===== config.mk =====
export PLATFORM = sky130hd
export DESIGN_NAME = k4n8_cfg_loader
export DESIGN_NICKNAME = d
export VERILOG_FILES = /design/src/rtl/k4n8_cfg_loader.sv
export SDC_FILE = /design/constraint.sdc
export NUM_CORES = 1
export LEC_CHECK = 0
export ABC_AREA = 1
export CORE_AREA = 5 5 205 187
export CTS_BUF_LIST = sky130_fd_sc_hd__clkbuf_4 sky130_fd_sc_hd__clkbuf_8
export DETAILED_ROUTE_END_ITERATION = 6
export DIE_AREA = 0 0 210 192
export GPL_TIMING_DRIVEN = 1
export MAX_ROUTING_LAYER = met4
export SYNTH_ARGS = -nofsm -noshare
export SYNTH_HDL_FRONTEND = slang
export SYNTH_SLANG_ARGS = --single-unit

===== constraint.sdc =====
create_clock -name clk -period 11.5 [get_ports clk]
set_clock_uncertainty 0.2 [all_clocks]
set_input_delay 1.15 -clock clk [delete_from_list [all_inputs] [get_ports clk]]
set_output_delay 1.15 -clock clk [all_outputs]
set_load 0.01 [all_outputs]

===== src/rtl/k4n8_cfg_loader.sv =====
// Serial configuration loader for a K4/N8 cluster: shifts in a 144-bit frame,
// verifies an XOR-byte checksum and commits LUT masks and flop INIT bits atomically.
module k4n8_cfg_loader #(
  parameter int NUM_LUT = 8
) (
  input  logic                   clk,
  input  logic                   reset,
  input  logic                   start,
  input  logic                   bit_in,
  input  logic                   bit_valid,
  output logic                   bit_ready,
  output logic [16*NUM_LUT-1:0]  lut_cfg,
  output logic [NUM_LUT-1:0]     ff_init,
  output logic                   busy,
  output logic                   done,
  output logic                   err
);

  localparam int         LUT_W      = 16 * NUM_LUT;
  localparam int         DATA_W     = LUT_W + NUM_LUT;
  localparam logic [7:0] DATA_BITS  = 8'(DATA_W);
  localparam logic [7:0] FRAME_LAST = 8'(DATA_W + 7);

  typedef enum logic [2:0] {IDLE, LOAD, CHECK, DONE, ERR} state_t;

  state_t              state, state_nxt;
  logic [7:0]          cnt;
  logic [DATA_W-1:0]   shadow;
  logic [7:0]          rx_sum;
  logic [7:0]          calc_sum;
  logic [2:0]          sum_idx;
  logic                accept;
  logic                sum_ok;
  logic                restart;

  assign accept  = bit_valid && bit_ready;
  assign sum_idx = 3'(cnt - DATA_BITS);
  assign sum_ok  = (calc_sum == rx_sum);
  assign restart = start && (state == IDLE || state == DONE || state == ERR);

  always_comb begin
    calc_sum = '0;
    for (int b = 0; b < DATA_W / 8; b++) begin
      calc_sum = calc_sum ^ shadow[8*b +: 8];
    end
  end

  always_ff @(posedge clk or posedge reset) begin
    if (reset) begin
      state <= IDLE;
    end else begin
      state <= state_nxt;
    end
  end

  always_comb begin
    state_nxt = state;
    bit_ready = 1'b0;
    busy      = 1'b0;
    done      = 1'b0;
    err       = 1'b0;
    case (state)
      IDLE: begin
        if (start) state_nxt = LOAD;
      end
      LOAD: begin
        bit_ready = 1'b1;
        busy      = 1'b1;
        if (accept && cnt == FRAME_LAST) state_nxt = CHECK;
      end
      CHECK: begin
        busy      = 1'b1;
        state_nxt = sum_ok ? DONE : ERR;
      end
      DONE: begin
        done = 1'b1;
        if (start) state_nxt = LOAD;
      end
      ERR: begin
        err = 1'b1;
        if (start) state_nxt = LOAD;
      end
      default: state_nxt = IDLE;
    endcase
  end

  // Data bits land in the shadow; the trailing 8 bits are the received checksum.
  always_ff @(posedge clk or posedge reset) begin
    if (reset) begin
      cnt     <= '0;
      shadow  <= '0;
      rx_sum  <= '0;
      lut_cfg <= '0;
      ff_init <= '0;
    end else begin
      if (restart) begin
        cnt <= '0;
      end else if (accept) begin
        if (cnt < DATA_BITS) begin
          shadow[cnt] <= bit_in;
        end else begin
          rx_sum[sum_idx] <= bit_in;
        end
        cnt <= cnt + 8'd1;
      end
      if (state == CHECK && sum_ok) begin
        lut_cfg <= shadow[LUT_W-1:0];
        ff_init <= shadow[DATA_W-1:LUT_W];
      end
    end
  end

endmodule

-- Word-level counts from Yosys, hierarchy flattened
Cells that the tools add are included.
- divide/modulo/power cells: 0
- reductions and logical operators: 15
- eq/ne operators: 8
- $mul: 0
- shift-type cells: 0
- muxes and demuxes: 16
- add/sub/neg operators: 2
- magnitude comparators: 5
- bitwise gates (word level): 18
- operators with widths (operator ; number):
    bitwise mux 136 bit ; 1
    bitwise XOR 8 bit ; 16
    two-way mux 8 bit ; 2
    < comparator 8 x 9 -> 1 bit, second input constant ; 1
    two-way mux 3 bit ; 3
    case mux 3 bit (3 select lines) ; 1
    adder 8 x 1 -> 8 bit, second input constant ; 1
    bitwise mux 8 bit ; 1
    demux 1 bit (select 8 bit) ; 1
    equality test 8 bit ; 1
    equality test 8 bit, second input constant ; 1
    >= comparator 8 x 1 -> 1 bit, second input constant ; 1
    < comparator 8 bit, second input constant ; 1
    equality test 3 x 2 -> 1 bit, second input constant ; 2
    logical AND 1 bit ; 6
    two-way mux 1 bit ; 6
    AND reduction 3 bit ; 2
    < comparator 3 x 4 -> 1 bit, second input constant ; 1
    demux 1 bit (select 3 bit) ; 1
    equality test 3 x 1 -> 1 bit, second input constant ; 1
    equality test 3 bit, second input constant ; 1
    >= comparator 3 x 1 -> 1 bit, second input constant ; 1
    zero test 3 bit ; 1
    OR reduction 3 bit ; 1
    8 further kinds ; 10
- memory bits (read-only): 0
- RAM bits: 0
- output and inout bits: 140
- input bits: 5
- register bits: 291
- memories kept: 0
- latch bits: 0

-- Depth between registers and ports, before layout
- depth in word-level cells: 19
- depth in mapped cells: 20
- depth with buffers taken out: 19

-- Worst setup path after synthesis
No wires, ideal clock.
- path type: input port to flip-flop
- start point: input port bit_valid
- end point: register shadow[91]
- data arrival time: 2149 ps
- slack: 9017 ps
- stages on the path: 7
- buffers on the path: 2
- data required time: 11166 ps
- cells stage by stage: nand2_1 -> nor2_2 -> buf_2 -> buf_2 -> nand3_1 -> nand2_1 -> o21ai_0
- word-level cells in the longest chain between the ends: 2
- ends and longest elaborated chain (what ; line ; source):
    start, declared ; 10 ; input logic bit_valid,
    logical AND 1 bit ; 36 ; assign accept = bit_valid && bit_ready;
    AND reduction 3 bit (no line) ; n/a ;
    end signal, assigned by index ; 100 ; shadow[cnt] <= bit_in;
    end, declared ; 28 ; logic [DATA_W-1:0] shadow;
No other way between the ends.
A chain may end at the register's enable or synchronous reset.

-- Worst setup path after layout
- start point: register shadow[99]
- end point: register lut_cfg[120]
- word-level cells in the longest chain between the ends: 7
- ends and longest elaborated chain (what ; line ; source):
    bitwise XOR 8 bit (5 in a row) ; 44 ; calc_sum = calc_sum ^ shadow[8*b +: 8];
    equality test 8 bit ; 38 ; assign sum_ok = (calc_sum == rx_sum);
    logical AND 1 bit ; 106 ; if (state == CHECK && sum_ok) begin
    end signal, assigned ; 107 ; lut_cfg <= shadow[LUT_W-1:0];
    end, declared ; 12 ; output logic [16*NUM_LUT-1:0] lut_cfg,
No other way between the ends.

==> metrics.md <==
| Metric | Value |
|---|---|
| Main synth FF type | `sky130_fd_sc_hd__dfrtp_1` |
| Share of synthesized area occupied by flip-flops and latches | `51.16%` |
| Via count normalized by instance count | `4.898` |
| Total wirelength of the detailed-routed design | `40850 um` |
| Fin crit share | `34.67%` |
| Die span in x | `210 um` |
| Number of flops mapped to enable cells by yosys | `0` |
| Most common cell in the synthesized netlist | `sky130_fd_sc_hd__nand2_1` |
| Number of max-cap violations | `0` |
| Clock insertion delay at the later pin of the skew report | `0.60 ns` |
| WL/cell | `16.87 um` |
| Pins Over Slew Limit | `0` |
| Setup violators final | `0` |
| Capture point of the worst reg-to-reg path | `lut_cfg[120]` |
| Synthesized net count | `1773` |
| Routed metal-1 wire length | `18860 um` |
| Number of clock sinks | `291` |
| Number of cell instances on the worst register-to-register path | `16` |
| Synth top area cells | `sky130_fd_sc_hd__dfrtp_1 (51%), sky130_fd_sc_hd__nand2_1 (15%), sky130_fd_sc_hd__inv_1 (5.6%), sky130_fd_sc_hd__nand3_1 (5.1%), sky130_fd_sc_hd__o21ai_0 (4.8%)` |
| Arrival time reported for the critical path endpoint | `4.20 ns` |
| Postcts setup bufs | `0` |
| Uppermost layer routed | `met4` |
| Die outline area | `40320 sq um` |
| HPWL after detailed placement | `27980 um` |
| Pin slew with the least headroom to its limit | `1.340 ns` |
| Kind of critical path | `reg2reg` |
| Total number of vias | `11860` |
| Data required time at the worst endpoint | `11.71 ns` |
| Warning count from the yosys run | `0` |
| H-tree depth | `2` |
| Met2 wire len | `18320 um` |
| Internal power contribution | `1.818 mW` |
| Initial DRC count | `985` |
| CTS buffer count | `52` |
| Clock Path Buffers | `3` |
| Met3 wire length | `2415 um` |
| I/O pin count | `145` |
| Switching Fraction | `28.57%` |
| Unrepaired setup endpoints after global routing | `false` |
| Sum of negative setup slack | `0 ns` |
| Height of the die | `192 um` |
| Leakage dissipation | `7.777 nW` |
| DRT Pass-1 Iters | `6` |
| Register-to-register setup slack | `7.51 ns` |
| Area share of the largest cell type after synthesis | `51.16%` |
| Synth Area in Compound Gates | `11.89%` |
| Min-delay worst type | `reg2reg` |
| Core Region | `35840 sq um` |
| Yosys reg bits | `291` |
| Diodes inserted | `0` |
| Final Hold Fails | `0` |
| Origin of the worst setup path | `shadow[99]` |
| FF+latch area | `7282 sq um` |
| Antenna-violating nets left | `0` |
| Critical path capture point type | `register` |
| Number of instances resized during post-cts repair | `0` |
| Clk pwr share | `42.4%` |
| Total number of placement rows | `66` |
| Multiplexer fraction of the synthesized cell area | `0.07033%` |
| Critical-path maximum fanout | `102` |
| Smallest hold slack | `0.2812 ns` |
| Post-detailed-route DRC marker count | `0` |
| Startpoint class of the critical path | `register` |
| Worst-case vdd ir drop | `86.47 uV` |
| Cell area power density | `149.1 nW/um^2` |
| Switching power | `727.1 uW` |
| Count of cell types in the netlist | `29` |
| Clock root buffer | `sky130_fd_sc_hd__clkbuf_8` |
| Clock-pin slew on the worst setup and hold paths | `0.06 ns` |
| Wire length of the first global-routing pass | `64010 um` |
| Final net count | `1916` |
| Synthesized instance count | `1764` |
| End point of the critical path | `lut_cfg[120]` |
| Post-synthesis average cell area | `8.068 sq um` |
| Share of post-route cells with drive strength above 1 | `8.839%` |
| Fraction of synthesized cell area in xor and xnor cells | `4.062%` |
| Post-CTS Hold Buffers | `0` |
| Dominant combinational cell family by area after synthesis | `simple AND/OR/NAND/NOR gates` |
| Global router's overall resource usage | `20.72%` |
| Outcome | `finished clean` |
| Gp weighted congestion | `0.8972` |
| Multi-input logic area | `5629 sq um` |
| F_max | `250.8 MHz` |
| Layout overhead on the synthesized area | `19.93%` |
| Post-synthesis share of cell area spent on full adders, half adders and majority gates | `0.3516%` |
| Port bufs | `144` |
| Fillers | `3525` |
| Comb power frac | `14.6%` |
| Via count of the first global-routing pass | `11420` |
| Most used standard cells in the synthesized netlist | `sky130_fd_sc_hd__nand2_1 (562), sky130_fd_sc_hd__dfrtp_1 (291), sky130_fd_sc_hd__inv_1 (212)` |
| Total congestion overflow | `0` |
| Seq pwr share | `43.0%` |
| Area share of and/or/nand/nor cells after synthesis | `23.05%` |
| Initial core utilization | `39.71%` |
| Share of synthesized flip-flops with an asynchronous set or reset | `100.0%` |
| Final Critical Period | `3.987 ns` |
| Cell area after synthesis | `14230 sq um` |
| Synth area leader | `sky130_fd_sc_hd__dfrtp_1` |
| TritonCTS clock tree | `done` |
| Worst slew margin relative to its limit | `10.33%` |
| Pin count of the biggest net entering global routing | `119` |
| Antenna violations before repair | `0` |
| Reg2reg start | `shadow[99]` |
## power by group through the flow
| stage | combinational, mW | sequential (mW) | clock, mW |
|---|---|---|---|
| 6_report | 0.372 | 1.09 | 1.08 |
| 5_1_grt | 0.413 | 1.10 | 1.15 |
| 3_3_place_gp | 0.366 | 1.11 | 0 |
| 3_5_place_dp | 0.372 | 1.11 | 0 |
| 2_1_floorplan | 0.243 | 1.11 | 0 |
| 4_1_cts | 0.374 | 1.09 | 1.10 |
## metrics by stage
stage	cell area, sq um	utilization, %	instances	worst slack, ns	power (mW)
after floorplan	14230	-	1764	2.116	1.353
after global placement	15910	44.38	2329	7.201	1.477
after detailed placement	15910	44.38	2329	7.172	1.484
after CTS	17070	47.63	2422	7.584	2.570
after global routing	17070	47.63	2422	7.224	2.658
final	17070	47.63	2422	7.513	2.545
## flip-flops by register name, indices dropped and copies added, names as in the netlist
name / count
shadow: 136
lut_cfg: 128
cnt: 8
ff_init: 8
rx_sum: 8
state: 3
## layer usage
layer / vias to the layer above / GRT usage [%]
met5: - / -
li1: 5874 / -
met3: 89 / 3.185
met4: 0 / 7.152
met2: 326 / 31.74
met1: 5575 / 28.34
## area by class of cell
class	count	area share [%]
clock buffers	84	6.113
well taps	476	3.489
repair buffers	159	9.104
inverters	223	4.948
clock inverters	9	0.7037
multi-input cells	1180	32.98
flip-flops and latches	291	42.66
## worst min-delay path by stage
stage | startpoint | endpoint | slack (ns) | cells after the start
2_1_floorplan | shadow[128] | shadow[128] | 0.27 | 2
3_3_place_gp | lut_cfg[10] | lut_cfg[10] | 0.27 | 2
3_5_place_dp | ff_init[2] | ff_init[2] | 0.27 | 2
4_1_cts | ff_init[2] | ff_init[2] | 0.28 | 2
5_1_grt | lut_cfg[6] | lut_cfg[6] | 0.30 | 2
6_report | ff_init[2] | ff_init[2] | 0.28 | 2
## logic make-up after synthesis
logic type	after synthesis
buffers and inverters	293
and+or+nand+nor	806
adders and majority gates	4
DFF	291
xor gates and xnor gates	66
muxes	1
AOI/OAI and AO/OA	303
## worst max-delay path, cell delays in order (launching register included)
cell,delay (ns)
sky130_fd_sc_hd__dfrtp_1,0.40
sky130_fd_sc_hd__inv_1,0.09
sky130_fd_sc_hd__nand2_1,0.06
sky130_fd_sc_hd__nand2_1,0.15
sky130_fd_sc_hd__xor2_1,0.34
sky130_fd_sc_hd__nand2_1,0.12
sky130_fd_sc_hd__nand2_1,0.09
sky130_fd_sc_hd__nand2_1,0.06
sky130_fd_sc_hd__nand2_1,0.07
sky130_fd_sc_hd__nand2_1,0.05
sky130_fd_sc_hd__nand2_1,0.05
sky130_fd_sc_hd__nand2_1,0.06
sky130_fd_sc_hd__nor2_2,0.25
sky130_fd_sc_hd__nand3_4,0.70
sky130_fd_sc_hd__buf_4,0.67
sky130_fd_sc_hd__nand2_1,0.17
sky130_fd_sc_hd__o21ai_0,0.11
## layout by cell type (no fill, tap or decap), drive strengths merged
master         count
o21ai            265
a21oi             27
nand2            562
clkinv             7
mux2i              1
ha                 4
a31oi             10
buf               15
dfrtp            291
xor2              30
nor2              75
nand3b             5
nand3            145
xnor2             36
a211oi             1
bufinv             3
inv              222
or2                2
nor3              13
clkdlybuf4s50    144
clkbuf            84
and3               1
nand4              3
Note: power is estimated with default switching activity, not from simulation.
